[src/rtl/mem_port_arbiter_pkg.sv]
// Shared types for the fetch/data memory port arbiter.
// Holds FSM state encodings, owner encodings and small helpers.
package mem_port_arbiter_pkg;

    typedef enum logic [1:0] {
        ARB_IDLE = 2'b00,
        ARB_REQ  = 2'b01,
        ARB_RESP = 2'b10
    } arb_state_e;

    localparam logic OWNER_I = 1'b0;
    localparam logic OWNER_D = 1'b1;

    localparam int STARVE_W = 4;
    localparam int TMO_W    = 8;

    function automatic logic [STARVE_W-1:0] sat_inc(
        input logic [STARVE_W-1:0] v
    );
        return (v == '1) ? v : v + 1'b1;
    endfunction

endpackage

[src/rtl/mem_port_arbiter_grant_sel.sv]
// arb_grant_sel: data-priority owner select with a fetch starvation guard.
// Ports: clk, rst, i_valid_in, d_valid_in, grant_stb_in -> owner_out, grant_valid_out.
module arb_grant_sel
    import mem_port_arbiter_pkg::*;
#(
    parameter int STARVE_MAX = 4
) (
    input  logic clk,
    input  logic rst,
    input  logic i_valid_in,
    input  logic d_valid_in,
    input  logic grant_stb_in,
    output logic owner_out,
    output logic grant_valid_out
);

    logic [STARVE_W-1:0] starve_cnt_q, starve_cnt_d;
    logic                force_i;

    // Fetch is forced only once data has won STARVE_MAX times back to back.
    assign force_i         = i_valid_in && (starve_cnt_q == STARVE_W'(STARVE_MAX));
    assign grant_valid_out = i_valid_in | d_valid_in;
    assign owner_out       = (d_valid_in && !force_i) ? OWNER_D : OWNER_I;

    always_comb begin
        starve_cnt_d = starve_cnt_q;
        if (grant_stb_in) begin
            if (owner_out == OWNER_I) begin
                starve_cnt_d = '0;
            end else if (i_valid_in) begin
                starve_cnt_d = sat_inc(starve_cnt_q);
            end
        end
    end

    always_ff @(posedge clk) begin
        if (rst) begin
            starve_cnt_q <= '0;
        end else begin
            starve_cnt_q <= starve_cnt_d;
        end
    end

endmodule

[src/rtl/mem_port_arbiter.sv]
// Shares one memory port between fetch (i_*) and data (d_*) requesters.
// Ports: fetch req/resp, data req/resp, mem_* downstream, busy_out, timeout_err_out.
// Optional response timeout enabled by defining ARB_RESP_TIMEOUT_EN.
module mem_port_arbiter
    import mem_port_arbiter_pkg::*;
#(
    parameter int ADDR_W         = 32,
    parameter int DATA_W         = 32,
    parameter int STARVE_MAX     = 4,
    parameter int TIMEOUT_CYCLES = 64
) (
    input  logic                clk,
    input  logic                rst,
    input  logic                i_req_valid_in,
    input  logic [ADDR_W-1:0]   i_req_addr_in,
    output logic                i_req_ready_out,
    output logic                i_resp_valid_out,
    output logic [DATA_W-1:0]   i_resp_rdata_out,
    input  logic                d_req_valid_in,
    input  logic [ADDR_W-1:0]   d_req_addr_in,
    input  logic                d_req_wen_in,
    input  logic [DATA_W-1:0]   d_req_wdata_in,
    input  logic [DATA_W/8-1:0] d_req_byte_en_in,
    output logic                d_req_ready_out,
    output logic                d_resp_valid_out,
    output logic [DATA_W-1:0]   d_resp_rdata_out,
    output logic                mem_valid_out,
    output logic [ADDR_W-1:0]   mem_addr_out,
    output logic                mem_wen_out,
    output logic [DATA_W-1:0]   mem_wdata_out,
    output logic [DATA_W/8-1:0] mem_byte_en_out,
    input  logic                mem_ready_in,
    input  logic                mem_rvalid_in,
    input  logic [DATA_W-1:0]   mem_rdata_in,
    output logic                busy_out,
    output logic                timeout_err_out
);

    localparam int BE_W = DATA_W / 8;

    arb_state_e        state_q, state_d;
    logic              owner_q, owner_d;
    logic              mem_valid_q, mem_valid_d;
    logic [ADDR_W-1:0] addr_q, addr_d;
    logic              wen_q, wen_d;
    logic [DATA_W-1:0] wdata_q, wdata_d;
    logic [BE_W-1:0]   be_q, be_d;
    logic              i_ready_q, i_ready_d;
    logic              d_ready_q, d_ready_d;
    logic              i_rv_q, i_rv_d;
    logic              d_rv_q, d_rv_d;
    logic [DATA_W-1:0] i_rdata_q, i_rdata_d;
    logic [DATA_W-1:0] d_rdata_q, d_rdata_d;
    logic              gnt_owner, gnt_valid, grant_stb;

`ifdef ARB_RESP_TIMEOUT_EN
    localparam logic [TMO_W-1:0] TMO_LAST = TMO_W'(TIMEOUT_CYCLES - 1);
    logic [TMO_W-1:0] tmo_cnt_q, tmo_cnt_d;
    logic             tmo_err_q, tmo_err_d;
`endif

    assign grant_stb = (state_q == ARB_IDLE) && gnt_valid;

    arb_grant_sel #(
        .STARVE_MAX (STARVE_MAX)
    ) u_grant_sel (
        .clk             (clk),
        .rst             (rst),
        .i_valid_in      (i_req_valid_in),
        .d_valid_in      (d_req_valid_in),
        .grant_stb_in    (grant_stb),
        .owner_out       (gnt_owner),
        .grant_valid_out (gnt_valid)
    );

    always_comb begin
        state_d     = state_q;
        owner_d     = owner_q;
        mem_valid_d = mem_valid_q;
        addr_d      = addr_q;
        wen_d       = wen_q;
        wdata_d     = wdata_q;
        be_d        = be_q;
        i_ready_d   = 1'b0;
        d_ready_d   = 1'b0;
        i_rv_d      = 1'b0;
        d_rv_d      = 1'b0;
        i_rdata_d   = i_rdata_q;
        d_rdata_d   = d_rdata_q;
        unique case (state_q)
            ARB_IDLE: begin
                if (gnt_valid) begin
                    owner_d     = gnt_owner;
                    mem_valid_d = 1'b1;
                    state_d     = ARB_REQ;
                    if (gnt_owner == OWNER_D) begin
                        addr_d    = d_req_addr_in;
                        wen_d     = d_req_wen_in;
                        wdata_d   = d_req_wdata_in;
                        be_d      = d_req_byte_en_in;
                        d_ready_d = 1'b1;
                    end else begin
                        addr_d    = i_req_addr_in;
                        wen_d     = 1'b0;
                        wdata_d   = '0;
                        be_d      = '1;
                        i_ready_d = 1'b1;
                    end
                end
            end
            ARB_REQ: begin
                if (mem_ready_in) begin
                    mem_valid_d = 1'b0;
                    state_d     = ARB_RESP;
                end
            end
            ARB_RESP: begin
                if (mem_rvalid_in) begin
                    state_d = ARB_IDLE;
                    if (owner_q == OWNER_D) begin
                        d_rv_d    = 1'b1;
                        d_rdata_d = mem_rdata_in;
                    end else begin
                        i_rv_d    = 1'b1;
                        i_rdata_d = mem_rdata_in;
                    end
                end
            end
            default: state_d = ARB_IDLE;
        endcase

`ifdef ARB_RESP_TIMEOUT_EN
        tmo_err_d = 1'b0;
        tmo_cnt_d = (state_q == ARB_IDLE) ? '0 : tmo_cnt_q + 1'b1;
        // A real response in the same cycle as expiry takes precedence.
        if (state_q != ARB_IDLE && state_d != ARB_IDLE
            && tmo_cnt_q == TMO_LAST) begin
            state_d     = ARB_IDLE;
            mem_valid_d = 1'b0;
            tmo_err_d   = 1'b1;
            if (owner_q == OWNER_D) begin
                d_rv_d    = 1'b1;
                d_rdata_d = '0;
            end else begin
                i_rv_d    = 1'b1;
                i_rdata_d = '0;
            end
        end
`endif
    end

    always_ff @(posedge clk) begin
        if (rst) begin
            state_q     <= ARB_IDLE;
            owner_q     <= OWNER_I;
            mem_valid_q <= 1'b0;
            addr_q      <= '0;
            wen_q       <= 1'b0;
            wdata_q     <= '0;
            be_q        <= '0;
            i_ready_q   <= 1'b0;
            d_ready_q   <= 1'b0;
            i_rv_q      <= 1'b0;
            d_rv_q      <= 1'b0;
            i_rdata_q   <= '0;
            d_rdata_q   <= '0;
        end else begin
            state_q     <= state_d;
            owner_q     <= owner_d;
            mem_valid_q <= mem_valid_d;
            addr_q      <= addr_d;
            wen_q       <= wen_d;
            wdata_q     <= wdata_d;
            be_q        <= be_d;
            i_ready_q   <= i_ready_d;
            d_ready_q   <= d_ready_d;
            i_rv_q      <= i_rv_d;
            d_rv_q      <= d_rv_d;
            i_rdata_q   <= i_rdata_d;
            d_rdata_q   <= d_rdata_d;
        end
    end

`ifdef ARB_RESP_TIMEOUT_EN
    always_ff @(posedge clk) begin
        if (rst) begin
            tmo_cnt_q <= '0;
            tmo_err_q <= 1'b0;
        end else begin
            tmo_cnt_q <= tmo_cnt_d;
            tmo_err_q <= tmo_err_d;
        end
    end
    assign timeout_err_out = tmo_err_q;
`else
    assign timeout_err_out = 1'b0;
`endif

    assign i_req_ready_out  = i_ready_q;
    assign i_resp_valid_out = i_rv_q;
    assign i_resp_rdata_out = i_rdata_q;
    assign d_req_ready_out  = d_ready_q;
    assign d_resp_valid_out = d_rv_q;
    assign d_resp_rdata_out = d_rdata_q;
    assign mem_valid_out    = mem_valid_q;
    assign mem_addr_out     = addr_q;
    assign mem_wen_out      = wen_q;
    assign mem_wdata_out    = wdata_q;
    assign mem_byte_en_out  = be_q;
    assign busy_out         = (state_q != ARB_IDLE);

endmodule
[config.mk]
export PLATFORM = sky130hd
export DESIGN_NAME = mem_port_arbiter
export DESIGN_NICKNAME = d
export VERILOG_FILES = /design/src/rtl/mem_port_arbiter_pkg.sv /design/src/rtl/mem_port_arbiter_grant_sel.sv /design/src/rtl/mem_port_arbiter.sv
export SDC_FILE = /design/constraint.sdc
export NUM_CORES = 1
export LEC_CHECK = 0
export ABC_AREA = 1
export CAP_MARGIN = 20
export CORE_AREA = 2 2 127 129
export CTS_BUF_LIST = sky130_fd_sc_hd__clkbuf_8 sky130_fd_sc_hd__clkbuf_16
export CTS_CLUSTER_DIAMETER = 60
export CTS_CLUSTER_SIZE = 8
export DETAILED_ROUTE_END_ITERATION = 7
export DIE_AREA = 0 0 129 131
export PLACE_DENSITY_LB_ADDON = 0.12
export SLEW_MARGIN = 10
export SYNTH_ARGS = -nofsm -noshare
export SYNTH_HDL_FRONTEND = slang
export SYNTH_SLANG_ARGS = --single-unit
export TNS_END_PERCENT = 30
[constraint.sdc]
create_clock -name clk -period 1.3 [get_ports clk]
set_input_delay 0.13 -clock clk [delete_from_list [all_inputs] [get_ports clk]]
set_output_delay 0.13 -clock clk [all_outputs]
set_load 0.01 [all_outputs]
==> results.md <==
* R2R cell count at 12
* Gr usage total at approximately a fifth
* Min Hold Slack at 0.249 ns
* Largest net degree at the start of global routing at 53
* TritonCTS Buffers at 17
* First drt pass iteration count at 4
* Ports at 279
* Crit start category: register
* WL/cell at 14.3 um
* Delay-heaviest family, CP: simple AND/OR/NAND/NOR gates
* Row count at 46
* Port bufs at 277
* Critical Path Fanout Max at 6
* DIE AREA at 0.0169 mm2
* Top post-synthesis cells by area: dfxtp_1 53%, nor2_1 9.8%, o21ai_0 9.0%, nand2_1 8.1%, nand3_1 6.6%
* DR iter-0 viols at around 280
* Post-synth top flop: dfxtp_1
* Pwr/cell area at 1300 mW/mm2
* WL final at 17700 um
* # hold bufs at CTS at 0
* Grt total ovfl at 0
* Status: complete, but fails checks
* Synth Instances at 706
* Fillers at around 1400
* Clock sink total at 145
* Yosys cell types at 27
* Worst path cell trace: inv_2 -> ha_4 -> nand2_2 -> inv_2 -> nand2_4 -> nand2_8 -> inv_4 -> nand2_4 -> inv_8 -> buf_12 -> nand2_2 -> nand2_1
* Post-synthesis register bit count at 145
* Via count at 5744
* Drc violations at 0
* Worst Path Buf+Inv at 5
* Violated checks: setup timing
* Post-DP HPWL at approximately 12000 um
* Setup Crit Path Kind: register to register
* Final hold viol count at 0
* RSZ-0062 raised after global routing: true
* H-tree levels at 4
* Post-detailed-route via-to-cell ratio at 4.64
* First-pass GRT wire length at around 26000 um
* Worst IR drop on VDD at 0.870 mV
* Mapped Nets at between 800 and 900
* Area Growth Syn to Fin at 79.8%
* Synth top cells by count: 145 x dfxtp_1, 143 x nor2_1, 118 x nand2_1
* Synth Cell Area at 0.00546 mm2
* Initial antenna violation count at 0
* Syn avg cell area at 7.74 um2
* Post-Route Skew at 0.0110 ns
* Placed Area at roughly 0.0088 mm2
* Worst setup EP type: register
* Hold path cells at 3
* Final period utilization at 104%
* Synth top area share at between 50% and 60%
* GP Congestion at 0.813
* ANT nets after route at 0
* CTS max path bufs at 2
* Layout net count at 1150
* Clock-pin slew of the registers on the worst-case setup and hold paths at roughly 0.06 ns
* CTS Root Cell: clkbuf_16
* Max Fclk at 0.742 GHz
* Leakage at approximately 4.6 nW
* Fin crit period at about 1.3 ns
* Synth area leader: dfxtp_1
* Reg2reg setup slack at -0.05 ns
* Async set or reset register ratio after synthesis at 0%
* Slew Limit Fails at 0
* CTS tree: done
* Share of layout cells above drive strength 1 at 16.0%
* Critical Path AT at 1.66 ns
* Core Region at 0.0156 mm2
* Vias in the first global route at 5113
* Post-synth EDFFs at 0
* Fin area at 0.00982 mm2
* Critical path's largest stage delay at 0.32 ns
* Hold Crit Class: input pin to register
* Min setup slack post-route at -0.0475 ns
* Setup Viol. Count Final at 41
* Sequential fraction of the synthesis area at 53.1%
* Req. time, crit path at 1.61 ns
* Critical-path top delay cell: dfxtp_2
* Worst skew pair latency at 0.42 ns
* Die Height at 131 um
* Die X at around 130 um
* Dominant cell by count in the synthesized netlist: dfxtp_1
* Instance count on the critical path at 12
* Initial core utilization at 35.0%
* Yosys Warn Count at 0
* Antenna cells at 0
* Max-capacitance violation count at 0
-- worst paths after layout --
path                                                                from                        endpoint
worst max register to register  u_grant_sel.starve_cnt_q[1]$_SDFFE_PP0P_  mem_wdata_out[21]$_SDFFE_PP0P_
worst min-delay path                                  d_req_wdata_in[11]  mem_wdata_out[11]$_SDFFE_PP0P_
worst min register to register            mem_wdata_out[30]$_SDFFE_PP0P_  mem_wdata_out[30]$_SDFFE_PP0P_
worst max-delay path            u_grant_sel.starve_cnt_q[1]$_SDFFE_PP0P_  mem_wdata_out[21]$_SDFFE_PP0P_
-- what timing repair did --
item	4_1_cts	5_1_grt
setup endpoints to repair	238	123
buffers inserted	0	2
endpoints found under the hold margin	0	0
pin swaps	3	24
resized for setup	157	69
gates cloned	0	9
-- tightest hold or removal path, delay by kind of cell --
kind / cells / cell delay, ns
buffers and inverters: 1 / 0.39
and+or+nand+nor: 2 / 0.10
-- power breakdown --
part           switching, mW  internal (mW)
Combinational           1.17           1.30
Clock                   1.83           3.48
Sequential             0.160           4.79
-- cells by family after synthesis --
kind of cell,synth area share (%)
compound gates,13.7
simple gates,26.3
fa+ha+maj,0.458
buf+inv,6.34
flops,53.1
other cells,0.0686
-- registers in the layout, summed over array words and instances (netlist names) --
name,count
state_q,2
mem_addr_out,32
mem_valid_out,1
i_resp_rdata_out,32
owner_q,1
mem_wen_out,1
u_grant_sel.starve_cnt_q,4
mem_byte_en_out,4
i_resp_valid_out,1
d_resp_rdata_out,32
d_req_ready_out,1
mem_wdata_out,32
d_resp_valid_out,1
i_req_ready_out,1
-- metal layers --
metal	vias to the layer above	wire [um]	track usage, %
met3	26	1090	5.46
met1	2590	7640	23.0
met4	0	391	8.18
met5	-	0	0
li1	2940	-	-
met2	188	8620	33.0
-- stage by stage --
step / total power [mW] / worst slack, ns / setup TNS (ns) / util (%) / std cells
global placement: 7.51 / -0.222 / -21.29 / 56.7 / 1195
floorplan: 6.00 / 0.00482 / 0 / - / 706
detailed placement: 7.52 / -0.232 / -23.11 / 56.7 / 1195
finish: 12.7 / -0.0475 / -1.20 / 63.0 / 1237
global route: 13.3 / -0.116 / -6.10 / 63.0 / 1237
CTS: 12.6 / -0.0788 / -0.141 / 60.0 / 1226
-- cell type report --
cell class              instances  area, um2  share of cell area, %
well taps                     216        270                   2.75
multi-input cells             491       2470                   25.1
flip-flops and latches        145       2910                   29.6
clock inverters                12        190                   1.94
clock buffers                  19        453                   4.61
repair buffers                337       3460                   35.2
inverters                      17       75.1                  0.764
-- layout by cell type (no fill, tap or decap), drive strengths merged, types with 2 or more instances in the layout --
cell type / instances
a21oi: 6
a31oi: 32
buf: 54
bufinv: 5
clkbuf: 26
clkdlybuf4s50: 138
clkinv: 6
dfxtp: 145
dlygate4sd2: 138
ha: 2
inv: 18
nand2: 121
nand3: 72
nor2: 147
nor3: 6
o21ai: 101
No activity file was read; power rests on OpenSTA's default activity.
